### src/rtl/digit_scan_ctrl.sv
// Multiplexed 6-digit display scanner: walks the enabled digits in ascending order,
// blanking every output before each digit slot to suppress ghosting.
module digit_scan_ctrl #(
    parameter int SHOW_CYCLES  = 14,
    parameter int BLANK_CYCLES = 2
) (
    input  logic       i_clk,
    input  logic       i_rst,
    input  logic       i_en,
    input  logic [5:0] i_digit_mask,
    input  logic [3:0] i_data,
    output logic [2:0] o_sel,
    output logic [5:0] o_digit_en,
    output logic [3:0] o_data,
    output logic       o_frame_start
);

    typedef enum logic [1:0] {
        IDLE  = 2'd0,
        BLANK = 2'd1,
        SHOW  = 2'd2
    } state_t;

    localparam logic [7:0] BLANK_LOAD = 8'(BLANK_CYCLES - 1);
    localparam logic [7:0] SHOW_LOAD  = 8'(SHOW_CYCLES - 1);

    state_t     state;
    logic [7:0] cnt;
    logic [2:0] first_idx;
    logic [2:0] next_idx;
    logic [5:0] sel_onehot;

    function automatic logic [2:0] lowest_index(input logic [5:0] mask);
        logic [2:0] idx;
        idx = 3'd0;
        for (int i = 5; i >= 0; i--) begin
            if (mask[i]) idx = 3'(i);
        end
        return idx;
    endfunction

    // Falls back to the lowest set bit when nothing lies above cur, which is the wrap case.
    function automatic logic [2:0] next_index(input logic [5:0] mask, input logic [2:0] cur);
        logic [2:0] idx;
        logic       found;
        idx   = lowest_index(mask);
        found = 1'b0;
        for (int i = 0; i < 6; i++) begin
            if (!found && mask[i] && (3'(i) > cur)) begin
                idx   = 3'(i);
                found = 1'b1;
            end
        end
        return idx;
    endfunction

    assign first_idx  = lowest_index(i_digit_mask);
    assign next_idx   = next_index(i_digit_mask, o_sel);
    assign sel_onehot = 6'b000001 << o_sel;

    always_ff @(posedge i_clk) begin
        if (i_rst) begin
            state         <= IDLE;
            cnt           <= 8'd0;
            o_sel         <= 3'd0;
            o_digit_en    <= 6'd0;
            o_data        <= 4'hF;
            o_frame_start <= 1'b0;
        end else begin
            o_data        <= i_data;
            o_frame_start <= 1'b0;
            o_digit_en    <= 6'd0;
            if (!i_en) begin
                state <= IDLE;
            end else begin
                case (state)
                    IDLE: begin
                        if (i_digit_mask != 6'd0) begin
                            o_sel         <= first_idx;
                            cnt           <= BLANK_LOAD;
                            o_frame_start <= 1'b1;
                            state         <= BLANK;
                        end
                    end
                    BLANK: begin
                        if (i_digit_mask == 6'd0) begin
                            state <= IDLE;
                        end else if (cnt == 8'd0) begin
                            cnt        <= SHOW_LOAD;
                            o_digit_en <= sel_onehot & i_digit_mask;
                            state      <= SHOW;
                        end else begin
                            cnt <= cnt - 8'd1;
                        end
                    end
                    SHOW: begin
                        if (i_digit_mask == 6'd0) begin
                            state <= IDLE;
                        end else if (cnt == 8'd0) begin
                            o_sel         <= next_idx;
                            cnt           <= BLANK_LOAD;
                            o_frame_start <= (next_idx <= o_sel);
                            state         <= BLANK;
                        end else begin
                            cnt        <= cnt - 8'd1;
                            o_digit_en <= sel_onehot & i_digit_mask;
                        end
                    end
                    default: state <= IDLE;
                endcase
            end
        end
    end

endmodule
### config.mk
export PLATFORM = sky130hd
export DESIGN_NAME = digit_scan_ctrl
export DESIGN_NICKNAME = d
export VERILOG_FILES = /design/src/rtl/digit_scan_ctrl.sv
export SDC_FILE = /design/constraint.sdc
export NUM_CORES = 1
export LEC_CHECK = 0
export ABC_AREA = 1
export BUFFER_PORTS_ARGS = -buffer_cell sky130_fd_sc_hd__buf_4
export CORE_AREA = 2 2 49 70
export DETAILED_ROUTE_END_ITERATION = 8
export DIE_AREA = 0 0 51 72
export GPL_ROUTABILITY_DRIVEN = 0
export MAX_ROUTING_LAYER = met4
export PLACE_DENSITY = 0.71
export SLEW_MARGIN = 20
export SYNTH_ARGS = -nofsm -noshare
export SYNTH_HDL_FRONTEND = slang
export SYNTH_SLANG_ARGS = --single-unit
### constraint.sdc
create_clock -name i_clk -period 2 [get_ports i_clk]
set_clock_uncertainty 0.15 [all_clocks]
set_input_delay 0.1 -clock i_clk [delete_from_list [all_inputs] [get_ports i_clk]]
set_output_delay 0.1 -clock i_clk [all_outputs]
set_load 0.02 [all_outputs]
### Word level (Yosys, flattened, before mapping)

Index checks and enable logic that the tools add are counted.

| word-level totals | value |
|---|---|
| bits in registers | 24 |
| latch bits | 0 |
| bits in writable memories | 0 |
| memory bits (read-only) | 0 |
| input bits | 13 |
| memories kept | 0 |

| cells by class | value |
|---|---|
| add/sub/neg operators | 1 |
| multipliers | 0 |
| divide/modulo/power cells | 0 |
| $lt $le $gt $ge | 7 |
| equality and inequality tests | 8 |
| shifts and indexed selects | 1 |
| multiplexer cells | 42 |
| bitwise logic cells | 2 |
| reduce and logical (&&, ||, !) cells | 26 |

Operators by type and width:

| cell | number |
|---|---|
| two-way mux 3 bit | 15 |
| two-way mux 8 bit | 5 |
| two-way mux 6 bit | 4 |
| case mux 8 bit (3 select lines) | 1 |
| case mux 6 bit (2 select lines) | 1 |
| logical AND 1 bit | 11 |
| two-way mux 2 bit | 5 |
| AND reduction 5 bit | 2 |
| zero test 8 bit | 1 |
| two-way mux 1 bit | 8 |
| != test 2 bit, second input constant | 4 |
| subtractor 8 x 1 -> 8 bit, second input constant | 1 |
| bitwise AND 6 bit | 1 |
| greater-than comparator 1 x 3 -> 1 bit, first input constant | 2 |
| greater-than comparator 2 x 3 -> 1 bit, first input constant | 2 |
| greater-than comparator 3 bit, first input constant | 2 |
| zero test 6 bit | 1 |
| != test 3 bit, second input constant | 2 |
| case mux 2 bit (3 select lines) | 1 |
| case mux 3 bit (2 select lines) | 1 |
| nonzero test 6 bit | 1 |
| << shifter 1 x 3 -> 6 bit, first input constant | 1 |
| zero test 1 bit | 5 |
| <= comparator 3 bit | 1 |
| other kinds (9) | 9 |

### Longest topological paths before layout

Gate-level depths: netlist (run 1).

| logic depth | value |
|---|---|
| depth after elaboration | 27 |
| gate-level depth with buffers | 13 |
| gate-level depth less buffers | 13 |

### Least setup slack after synthesis (run 1)

No wires, ideal clock.

| timing | value |
|---|---|
| kind | reg2reg |
| start point | reg o_sel[0] |
| end point | reg o_frame_start |
| library setup time | 118 ps |
| arrival time | 1763 ps |
| data required time | 1732 ps |
| setup slack | -31 ps |
| cell stages (with the launch flop) | 13 |
| path buffers | 0 |
| period minus slack after synthesis | 2031 ps |
| cells stage by stage | dfxtp_1 -> inv_2 -> nand3_1 -> nand2_1 -> nor2_2 -> o21ai_2 -> and2_4 -> ha_1 -> nand2_1 -> o21ai_0 -> nand2_1 -> nand4_1 -> a21oi_1 |

| on the way | value |
|---|---|
| cells in the longest elaborated chain, start to end | 27 |
| elaborated cells between the ends (all ways) | 37 |
| classes of those cells | order compare: 7; mux: 14; reduce/logical: 16 |

Ends and longest elaborated chain:

| what | RTL line | text |
|---|---|---|
| start: declaration | 12 | `output logic [2:0] o_sel,` |
| start signal: assignment | 79 | `o_sel <= first_idx;` |
| start signal: assignment | 100 | `o_sel <= next_idx;` |
| greater-than comparator 1 x 3 -> 1 bit | 49 | `if (!found && mask[i] && (3'(i) > cur)) begin` |
| logical AND 1 bit | 49 |  |
| two-way mux 1 bit | 49 |  |
| zero test 1 bit | 49 |  |
| logical AND 1 bit (2 in a row) | 49 |  |
| two-way mux 1 bit | 49 |  |
| zero test 1 bit | 49 |  |
| logical AND 1 bit (2 in a row) | 49 |  |
| (+8 left out) | -- |  |
| two-way mux 1 bit | 49 |  |
| zero test 1 bit | 49 |  |
| logical AND 1 bit (2 in a row) | 49 |  |
| two-way mux 3 bit | 49 |  |
| <= comparator 3 bit * | 102 | `o_frame_start <= (next_idx <= o_sel);` |
| two-way mux 1 bit * | 99 | `end else if (cnt == 8'd0) begin` |
| two-way mux 1 bit * | 97 | `if (i_digit_mask == 6'd0) begin` |
| case mux 1 bit (2 select lines) * | 76 | `case (state)` |
| end signal: assignment | 102 |  |
| end: declaration | 15 | `output logic o_frame_start` |

Mark *: on every way between the ends. The rest lies on a longest branch, timed or not.
A chain may end at the register's enable or synchronous reset.

### Worst setup path in the final report (run 1)

| timing | value |
|---|---|
| start point | in i_digit_mask[1] |
| end point | reg o_frame_start |

| on the way | value |
|---|---|
| cells in the longest elaborated chain, start to end | 23 |
| elaborated cells between the ends (all ways) | 33 |
| classes of those cells | order compare: 1; mux: 16; reduce/logical: 16 |

Ends and longest elaborated chain:

| what | RTL line | text |
|---|---|---|
| start: declaration | 10 | `input logic [5:0] i_digit_mask,` |
| logical AND 1 bit (2 in a row) | 49 |  |
| two-way mux 1 bit | 49 |  |
| zero test 1 bit | 49 |  |
| logical AND 1 bit (2 in a row) | 49 |  |
| two-way mux 1 bit | 49 |  |
| zero test 1 bit | 49 |  |
| logical AND 1 bit (2 in a row) | 49 |  |
| two-way mux 1 bit | 49 |  |
| (+3 left out) | -- |  |
| two-way mux 1 bit | 49 |  |
| zero test 1 bit | 49 |  |
| logical AND 1 bit (2 in a row) | 49 |  |
| two-way mux 3 bit | 49 |  |
| <= comparator 3 bit | 102 |  |
| two-way mux 1 bit | 99 |  |
| two-way mux 1 bit | 97 |  |
| case mux 1 bit (2 select lines) * | 76 |  |

Marks and branches as above.

==> run_results.csv, run 1 <==
group,metric,value,unit
outcome,status,"finished, final reports clean",
cts,clk_pin_slew,0.08,ns
cells_and_area,fill_cells,256,
drt,first_iter_violations,28,
synthesis,yosys_warnings,0,
cells_and_area,fin_cells,292,
sta,worst-slew-pin-transition,0.292,ns
cts,clkLatencyLatePin,0.26,ns
floorplan,die_y,72,um
cts,cts_buffer_depth,2,
synthesis,synthCells,206,
cells_and_area,drive_above_1_share,0.312,
cells_and_area,synthToLayoutAreaGrowth,36.5,%
placed_design,place_ws,-0.0305,ns
grt,grt_pass1_vias,1421,
power_and_ir_drop,ir_drop,521,uV
sta,maxSlewHeadroom,0.804,
drt,firstDrtPassIters,4,
grt,top_usage_layer,"met2",
sta,fin_ws,0.0260,ns
critical_path,cp_data_required_time,2.05,ns
critical_path,crit_path_max_fanout,4,
sta,rsz0062_at_grt,"true",
cts,ctsRootBufferMaster,"clkbuf_8",
synthesis,synth_area,1480,um2
cells_and_area,fin_area,2020,um2
floorplan,rows,24,
critical_path,end_kind,"register",
drt,wl_per_cell,12.2,um
synthesis,syn-num-nets,227,
floorplan,core,3030,um2
cts,cts-buffers-inserted,3,
placed_design,port_buffers,26,
sta,hold_viol_final,0,
floorplan,die-area,3670,um2
grt,met3_usage,0.0206,
drt,ant_nets,0,
power_and_ir_drop,cellLeakagePower,0.000936,uW
synthesis,ys_ff_latch,24,
grt,grt.overflow.total,0,
sta,timing.hold.ws,0.105,ns
critical_path,worstSetupPathType,"in -> reg",
power_and_ir_drop,power,1410,uW
critical_path,start_kind,"input pin",
sta,fin_crit_sh,0.987,
cts,tritoncts,"built",
floorplan,start_util,0.487,
placed_design,placed_area,1750,um2
sta,setup_viol,0,
critical_path,arrival,2.02,ns
placed_design,place_hpwl,2500,um
floorplan,io_pins,27,
power_and_ir_drop,pwr_density_cell,698,nW/um2
grt,use_met1,0.209,
cts,htreeDepth,1,
sta,finalCriticalPeriod,1.97,ns
cells_and_area,nNetsFinal,275,
floorplan,fp.dieW,51,um
synthesis,syn_area_per_cell,7.17,um2
sta,max_freq,507,MHz
drt,vias_per_cell,5.03,
drt,wl,3570,um
grt,grt_max_degree,14,
synthesis,ys_types,32,
cells_and_area,diodes,0,
sta,slew_viol_final,0,
synthesis,synth-seq-area-share,0.325,
drt,post-route-drc-count,0,
grt,grt_pass1_wl,5800,um
cts,cts_setup_buffers,0,
flow_run,cap_viol_max_count,0,
placed_design,placedCellCount,273,
grt,groute.layer.met2.usage,0.390,
worst_hold_path,hold_class,"in -> reg",
drt,vias,1468,
grt,antenna_found_initial,0,
cts,numClockSinks,24,
grt,grt_usage,0.211,
[area by class of cell]
| type | count | area [um2] | area share |
|---|---|---|---|
| Sequential cell | 24 | 484 | 0.240 |
| Multi-Input combinational cell | 157 | 957 | 0.475 |
| Inverter | 23 | 90.1 | 0.0447 |
| Tap cell | 39 | 48.8 | 0.0242 |
| Clock buffer | 4 | 55.1 | 0.0273 |
| Timing Repair Buffer | 45 | 382 | 0.189 |
[final timing paths]
check             cells after the start       endpoint  slack, ns       startpoint
setup / recovery                     13  o_frame_start       0.03  i_digit_mask[1]
hold / removal                        5       state[1]       0.10             i_en
setup reg to reg                     12  o_frame_start       0.06         o_sel[2]
hold reg to reg                       2         cnt[7]       0.35           cnt[7]
[logic make-up after synthesis]
family          share of synthesized area
simple gates                        0.446
buf+inv                            0.0644
flops                               0.325
compound gates                     0.0906
fa+ha+maj                          0.0677
xor+xnor                          0.00593
[critical path, cell delays in order]
cell           delay [ns]
dlygate4sd3_1        0.54
buf_4                0.15
nand3_2              0.10
nand2_2              0.07
nor2_4               0.13
o21ai_2              0.07
nand2_1              0.13
ha_4                 0.22
a21oi_1              0.13
o21ai_1              0.07
nand2_1              0.06
nand4_1              0.09
a21oi_1              0.14
[layer usage]
metal	wire, um	up-vias
li1	-	763
met1	1400	656
met2	1960	34
met3	66	15
met4	135	0
met5	0	-
[registers in the layout, summed over array words and instances, names as in the netlist]
register       cells
cnt                8
o_digit_en         6
o_data             4
o_sel              3
state              2
o_frame_start      1
[timing repair]
action | 4_1_cts | 5_1_grt
hold buffers | 15 | 0
pin swaps | 1 | 4
setup endpoints to repair | 1 | 3
endpoints found under the hold margin | 13 | 0
gates resized for setup | 4 | 15
[cells in the mapped netlist, drive strengths merged]
cell	count	area (um2)
ha	8	100
nor2	33	144
xor2	1	8.76
clkbuf	1	3.75
o2111ai	1	8.76
and2	1	8.76
a21boi	2	15.0
nor3b	2	25.0
nand3	20	135
nand3b	1	7.51
nand4	3	33.8
a22oi	1	7.51
nand2	52	225
dfxtp	24	480
inv	23	86.3
o21ai	6	33.8
or2	6	40.0
nor3	7	40.0
a21oi	13	68.8
buf	1	5.00
[through the flow]
step            util  TNS (ns)
3_5_place_dp   0.575   -0.0305
5_1_grt        0.665   -0.0620
4_1_cts        0.648         0
2_1_floorplan      -         0
3_3_place_gp   0.575         0
6_report       0.665         0
[power breakdown]
group          leakage, uW  internal (uW)  switching, uW
Sequential        0.000197            510           27.8
Clock            0.0000288            176            150
Combinational     0.000710            224            319
[cells in the final DEF (no fill, tap or decap), types with 2 or more instances in the layout]
| cell type | Yosys | routed |
|---|---|---|
| a21oi_1 | 12 | 12 |
| buf_4 | 0 | 29 |
| clkbuf_8 | 0 | 4 |
| dfxtp_1 | 24 | 21 |
| dfxtp_2 | 0 | 3 |
| dlygate4sd3_1 | 0 | 14 |
| ha_1 | 8 | 7 |
| inv_1 | 21 | 19 |
| inv_2 | 2 | 3 |
| nand2_1 | 46 | 43 |
| nand2_2 | 3 | 6 |
| nand2_4 | 3 | 3 |
| nand3_1 | 16 | 13 |
| nand3_2 | 2 | 5 |
| nand3_4 | 2 | 2 |
| nand4_1 | 2 | 2 |
| nor2_1 | 27 | 25 |
| nor2_2 | 5 | 4 |
| nor2_4 | 1 | 4 |
| nor3_1 | 6 | 6 |
| nor3b_2 | 2 | 2 |
| o21ai_0 | 5 | 4 |
| or2_2 | 5 | 5 |
(Power assumes the default switching activity.)
==> inputs of run 2 (changes only) <==
Settings changed: CORE_AREA 2 2 49 70 to 2 2 50 70, DIE_AREA 0 0 51 72 to 0 0 52 72, PLACE_DENSITY 0.71 to 0.72.
Clock period 2 ns to 1.59 ns, I/O delays scaled along.
==> run 2 against run 1 <==
The flow now finishes with violations (negative setup slack); design area is 21% higher; critical path depth fell by 2; critical endpoint unchanged; register-to-register slack worse by 0.35 ns; utilization grew 12 points; highest routed layer unchanged; worst setup slack worse by 0.32 ns.
==> run_results.csv, run 2 (same netlist as run 1, synthesis figures left out) <==
group,metric,value,unit
cts,numClockSinks,24,
critical_path,cp_cell_sequence,"nor2_4, nand3_4, nand3_1, nand3_2, and2_4, ha_4, nand2_1, o21ai_1, nand2_1, nand4_1, a21oi_1",
sta,hold_viol_final,0,
cells_and_area,synthToLayoutAreaGrowth,64.9,%
cts,clk_pin_slew,0.10,ns
outcome,violations,"negative setup slack",
sta,finalCriticalPeriod,1.88,ns
cts,ctsRootBufferMaster,"clkbuf_8",
critical_path,end_kind,"register",
cells_and_area,regMostFlops,"cnt",
power_and_ir_drop,cellLeakagePower,0.00111,uW
cells_and_area,seqCellArea,495,um2
floorplan,die-area,3740,um2
placed_design,placedCellCount,301,
grt,grt_max_degree,14,
critical_path,start_kind,"register",
cells_and_area,largest_register_ff_count,8,
cts,tritoncts,"built",
placed_design,port_buffers,26,
power_and_ir_drop,power,2130,uW
floorplan,fp.dieW,52,um
critical_path,cp_data_required_time,1.62,ns
grt,grt_usage,0.272,
sta,setup_viol,5,
floorplan,rows,24,
outcome,status,"complete, but fails checks",
sta,maxSlewHeadroom,0.730,
grt,grt_pass1_vias,1701,
grt,grt.overflow.total,0,
cells_and_area,reg_top3,"cnt x8, o_digit_en x6, o_data x4",
grt,antenna_found_initial,0,
cells_and_area,final_common_cell,"buf_4",
drt,wl_per_cell,15.1,um
power_and_ir_drop,ir_drop,579,uV
drt,first_iter_violations,53,
drt,ant_nets,0,
drt,firstDrtPassIters,4,
sta,max_freq,531,MHz
drt,post-route-drc-count,0,
grt,grt_pass1_wl,7400,um
cells_and_area,multi_input_area,1110,um2
critical_path,crit_path_max_fanout,5,
cells_and_area,fin_cells,326,
cells_and_area,drive_above_1_share,0.512,
power_and_ir_drop,pwr_density_cell,875,nW/um2
critical_path,arrival,1.91,ns
cells_and_area,nNetsFinal,309,
cts,cts_buffer_depth,2,
sta,slew_viol_final,0,
critical_path,worstSetupPathType,"reg -> reg",
cts,htreeDepth,1,
drt,vias,1667,
drt,vias_per_cell,5.11,
critical_path,crit_top_cell,"nand2_1",
critical_path,cpPeakStageDelay,0.37,ns
cells_and_area,fill_cells,196,
drt,wl,4930,um
sta,fin_crit_sh,1.19,
floorplan,io_pins,27,
floorplan,core,3090,um2
cells_and_area,final_cell_mix,"buf_4 (64), nand2_1 (33), nor2_1 (21)",
sta,rsz0062_at_grt,"true",
floorplan,die_y,72,um
placed_design,place_hpwl,2920,um
sta,worst-slew-pin-transition,0.404,ns
sta,fin_ws,-0.295,ns
flow_run,cap_viol_max_count,0,
worst_hold_path,hold_class,"in -> reg",
cells_and_area,diodes,0,
cts,cts-buffers-inserted,3,
floorplan,start_util,0.478,
cts,clkLatencyLatePin,0.28,ns
critical_path,crit_slowest_cell,"dfxtp_4",
==> run 2: worst paths after layout <==
| path | startpoint | to | slack [ns] | cells after the start |
|---|---|---|---|---|
| max reg2reg | o_sel[1] | o_frame_start | -0.29 | 11 |
| max | o_sel[1] | o_frame_start | -0.29 | 11 |
| min reg2reg | cnt[7] | cnt[7] | 0.37 | 2 |
| min | i_digit_mask[4] | o_digit_en[4] | 0.07 | 4 |
==> run 2: worst max-delay path, delay by kind of cell, from the launching register on <==
kind	cells	cell delay, ns
AOI/OAI and AO/OA	2	0.18
adders and majority gates	1	0.26
DFF	1	0.37
and+or+nand+nor	8	0.83
==> run 2: layer usage <==
metal	vias to the layer above	track usage	share of wire	wire length, um
met2	32	0.511	0.57	2820
met5	-	-	0	0
met4	0	0.149	0.040	195
li1	832	-	-	-
met3	17	0.0288	0.017	85
met1	786	0.259	0.37	1830
==> run 2: power breakdown <==
group / internal [uW] / total [uW] / switching (uW)
sequential: 644 / 681 / 37.2
combinational: 472 / 1020 / 546
clock: 222 / 433 / 211
total: 1340 / 2130 / 794
==> run 2: what timing repair did <==
action / in CTS / in global routing
buffers inserted: 2 / 5
hold endpoints to repair: 11 / 1
pin swaps: 8 / 9
endpoints found under the setup margin: 19 / 21
hold buffers: 14 / 1
gates resized for setup: 27 / 24
==> run 2: cell type report <==
cell class / count / share of cell area
tap: 39 / 0.0200
multi-input combinational: 157 / 0.457
inverter: 23 / 0.0375
sequential: 24 / 0.203
timing repair buffer: 79 / 0.259
clock buffer: 4 / 0.0226
==> run 2: per-stage QoR <==
step                      worst slack, ns  instance area, um2  setup TNS, ns   util  hold WS [ns]
after global routing               -0.390                2440          -1.33  0.788        0.0880
final                              -0.295                2440         -0.385  0.788        0.0723
after floorplan                    -0.200                1540         -0.200      -        0.0333
after global placement             -0.207                2010         -0.826  0.650         0.114
after CTS                          -0.261                2330         -0.261  0.753        0.0486
after detailed placement           -0.250                2010          -1.19  0.650         0.118
==> inputs of run 3 (changes only) <==
Settings changed: CORE_AREA 2 2 50 70 to 2 2 49 70, CTS_CLUSTER_DIAMETER from default to 60, DIE_AREA 0 0 52 72 to 0 0 51 72, MAX_ROUTING_LAYER met4 to default, PLACE_DENSITY 0.72 to 0.71.
Clock period 1.59 ns to 1.85 ns, I/O delays scaled along.
==> run 3 against run 2 <==
Critical endpoint unchanged; design area decreased by 14%; highest routed layer unchanged; power decreased by 26%; critical path depth increased by 1; sequential share of layout area increased by 3.1 points; the flow still finishes with violations (negative setup slack); non-clock buffer count decreased by 24.
==> run_results.csv, run 3 (same netlist as run 1, synthesis figures left out) <==
group,metric,value,unit
critical_path,path_depth,12,
cells_and_area,synthToLayoutAreaGrowth,42.7,%
drt,firstDrtPassIters,4,
critical_path,arrival,1.92,ns
power_and_ir_drop,power,1580,uW
drt,first_iter_violations,34,
power_and_ir_drop,ir_drop,448,uV
floorplan,start_util,0.487,
critical_path,worst-path-buf-inv,0,
cts,numClockSinks,24,
drt,wl_per_cell,11.9,um
sta,fin_crit_sh,1.03,
cts,clkLatencyLatePin,0.27,ns
cts,htreeDepth,1,
sta,max_freq,525,MHz
cts,cts_buffer_depth,2,
cells_and_area,fill_cells,242,
critical_path,end_kind,"register",
critical_path,rrSetupSlack,-0.05,ns
sta,rsz0062_at_grt,"true",
critical_path,start_kind,"register",
grt,antenna_found_initial,0,
cts,cts-buffers-inserted,3,
critical_path,worstSetupPathType,"reg -> reg",
critical_path,crit_start,"o_sel[1]",
critical_path,cp-endpoint,"o_frame_start",
power_and_ir_drop,cellLeakagePower,0.000983,uW
floorplan,die-area,3670,um2
critical_path,worst_r2r_path_depth,12,
sta,finalCriticalPeriod,1.90,ns
floorplan,fp.dieW,51,um
cells_and_area,final_cell_mix,"nand2_1 (43), buf_4 (40), nor2_1 (25)",
critical_path,cpLargestDelayFamily,"simple AND/OR/NAND/NOR gates",
cells_and_area,diodes,0,
grt,grt_pass1_wl,5940,um
cells_and_area,reg_top3,"cnt x8, o_digit_en x6, o_data x4",
cells_and_area,drive_above_1_share,0.346,
floorplan,rows,24,
critical_path,timing.rr.end,"o_frame_start",
worst_hold_path,hold_class,"in -> reg",
grt,grt_max_degree,14,
drt,vias,1487,
critical_path,cpPeakStageDelay,0.38,ns
cells_and_area,final_common_cell,"nand2_1",
cells_and_area,largest_register_ff_count,8,
sta,hold_viol_final,0,
critical_path,cp_data_required_time,1.87,ns
grt,grt.overflow.total,0,
sta,setup_viol,1,
sta,finalSetupTns,-0.0549,ns
floorplan,die_y,72,um
critical_path,crit_slowest_cell,"dfxtp_4",
critical_path,crit_path_max_fanout,5,
sta,maxSlewHeadroom,0.748,
grt,grt_pass1_vias,1397,
cts,ctsRootBufferMaster,"clkbuf_8",
cells_and_area,nNetsFinal,285,
outcome,status,"complete, but fails checks",
sta,slew_viol_final,0,
drt,wl,3600,um
cells_and_area,regMostFlops,"cnt",
placed_design,port_buffers,26,
sta,worst-slew-pin-transition,0.378,ns
grt,grt_usage,0.211,
critical_path,cp_cell_sequence,"nor2_4, nand3_4, nand2_2, nor2_2, o21ai_2, nand2_2, ha_4, nand2_1, o21ai_1, nand2_1, nand4_1, a21oi_1",
sta,fin_ws,-0.0549,ns
outcome,violations,"negative setup slack",
cts,tritoncts,"built",
flow_run,cap_viol_max_count,0,
power_and_ir_drop,pwr_density_cell,750,nW/um2
drt,vias_per_cell,4.92,
floorplan,io_pins,27,
drt,post-route-drc-count,0,
placed_design,place_hpwl,2650,um
critical_path,reg2reg_from,"o_sel[1]",
floorplan,core,3030,um2
drt,ant_nets,0,
cts,clk_pin_slew,0.09,ns
run 3: cell count changes in the layout (fill, tap and decap cells not counted), moves of 4 or more:
cell	change
inv_2	-5
ha_4	-4
inv_1	+7
nor2_4	-5
nor2_1	+4
ha_1	+4
nand2_1	+10
buf_4	-24
nand2_2	-9
run 3: power by group:
group / total (uW) / internal (uW) / switching [uW]
logic: 650 / 291 / 359
clock network: 354 / 190 / 164
registers: 578 / 552 / 25.6
run 3: repair_timing:
action | 4_1_cts | 5_1_grt
setup endpoints to repair | 1 | 7
resized for setup | 5 | 8
hold buffers | 15 | 0
buffers inserted | 3 | 1
hold endpoints to repair | 13 | 0
pin swaps | 2 | 3
run 3: worst reg2reg max path: stages, from the launching register on:
cell and delay (ns):
dfxtp_4 0.38, nor2_4 0.17, nand3_4 0.11, nand2_2 0.08, nor2_2 0.05, o21ai_2 0.09, nand2_2 0.10, ha_4 0.30
nand2_1 0.05, o21ai_1 0.11, nand2_1 0.06, nand4_1 0.09, a21oi_1 0.07
run 3: layer usage:
metal | GRT usage | up-vias | wire (um)
met2 | 0.404 | 23 | 2050
met4 | 0.108 | 0 | 83
met5 | 0 | - | 0
li1 | - | 780 | -
met1 | 0.225 | 678 | 1400
met3 | 0.0123 | 6 | 64
run 3: metrics by stage:
step	instance area (um2)	utilization	hold slack, ns	cells	worst slack [ns]
after floorplan	1500	-	0.0463	206	0.0124
after global placement	1810	0.598	0.127	279	-0.0312
after detailed placement	1810	0.598	0.131	279	-0.0767
after CTS	2070	0.684	0.0931	301	-0.00662
after global routing	2110	0.695	0.169	302	-0.166
final	2110	0.695	0.118	302	-0.0549
run 3: final cells by class:
type	instances	area, um2	area share
clock buffers	4	55.1	0.0261
inverters	23	86.3	0.0409
multi-input cells	157	975	0.462
flip-flops and latches	24	493	0.234
well taps	39	48.8	0.0231
repair buffers	55	450	0.214
run 3: how the worst min path moves through the flow:
stage,from,slack (ns),cells after the start,to
6_report,i_en,0.12,5,state[1]
5_1_grt,i_en,0.17,5,state[1]
4_1_cts,i_en,0.09,5,state[1]
3_5_place_dp,i_data[0],0.13,2,o_data[0]
3_3_place_gp,i_data[1],0.13,2,o_data[1]
2_1_floorplan,i_data[0],0.05,1,o_data[0]
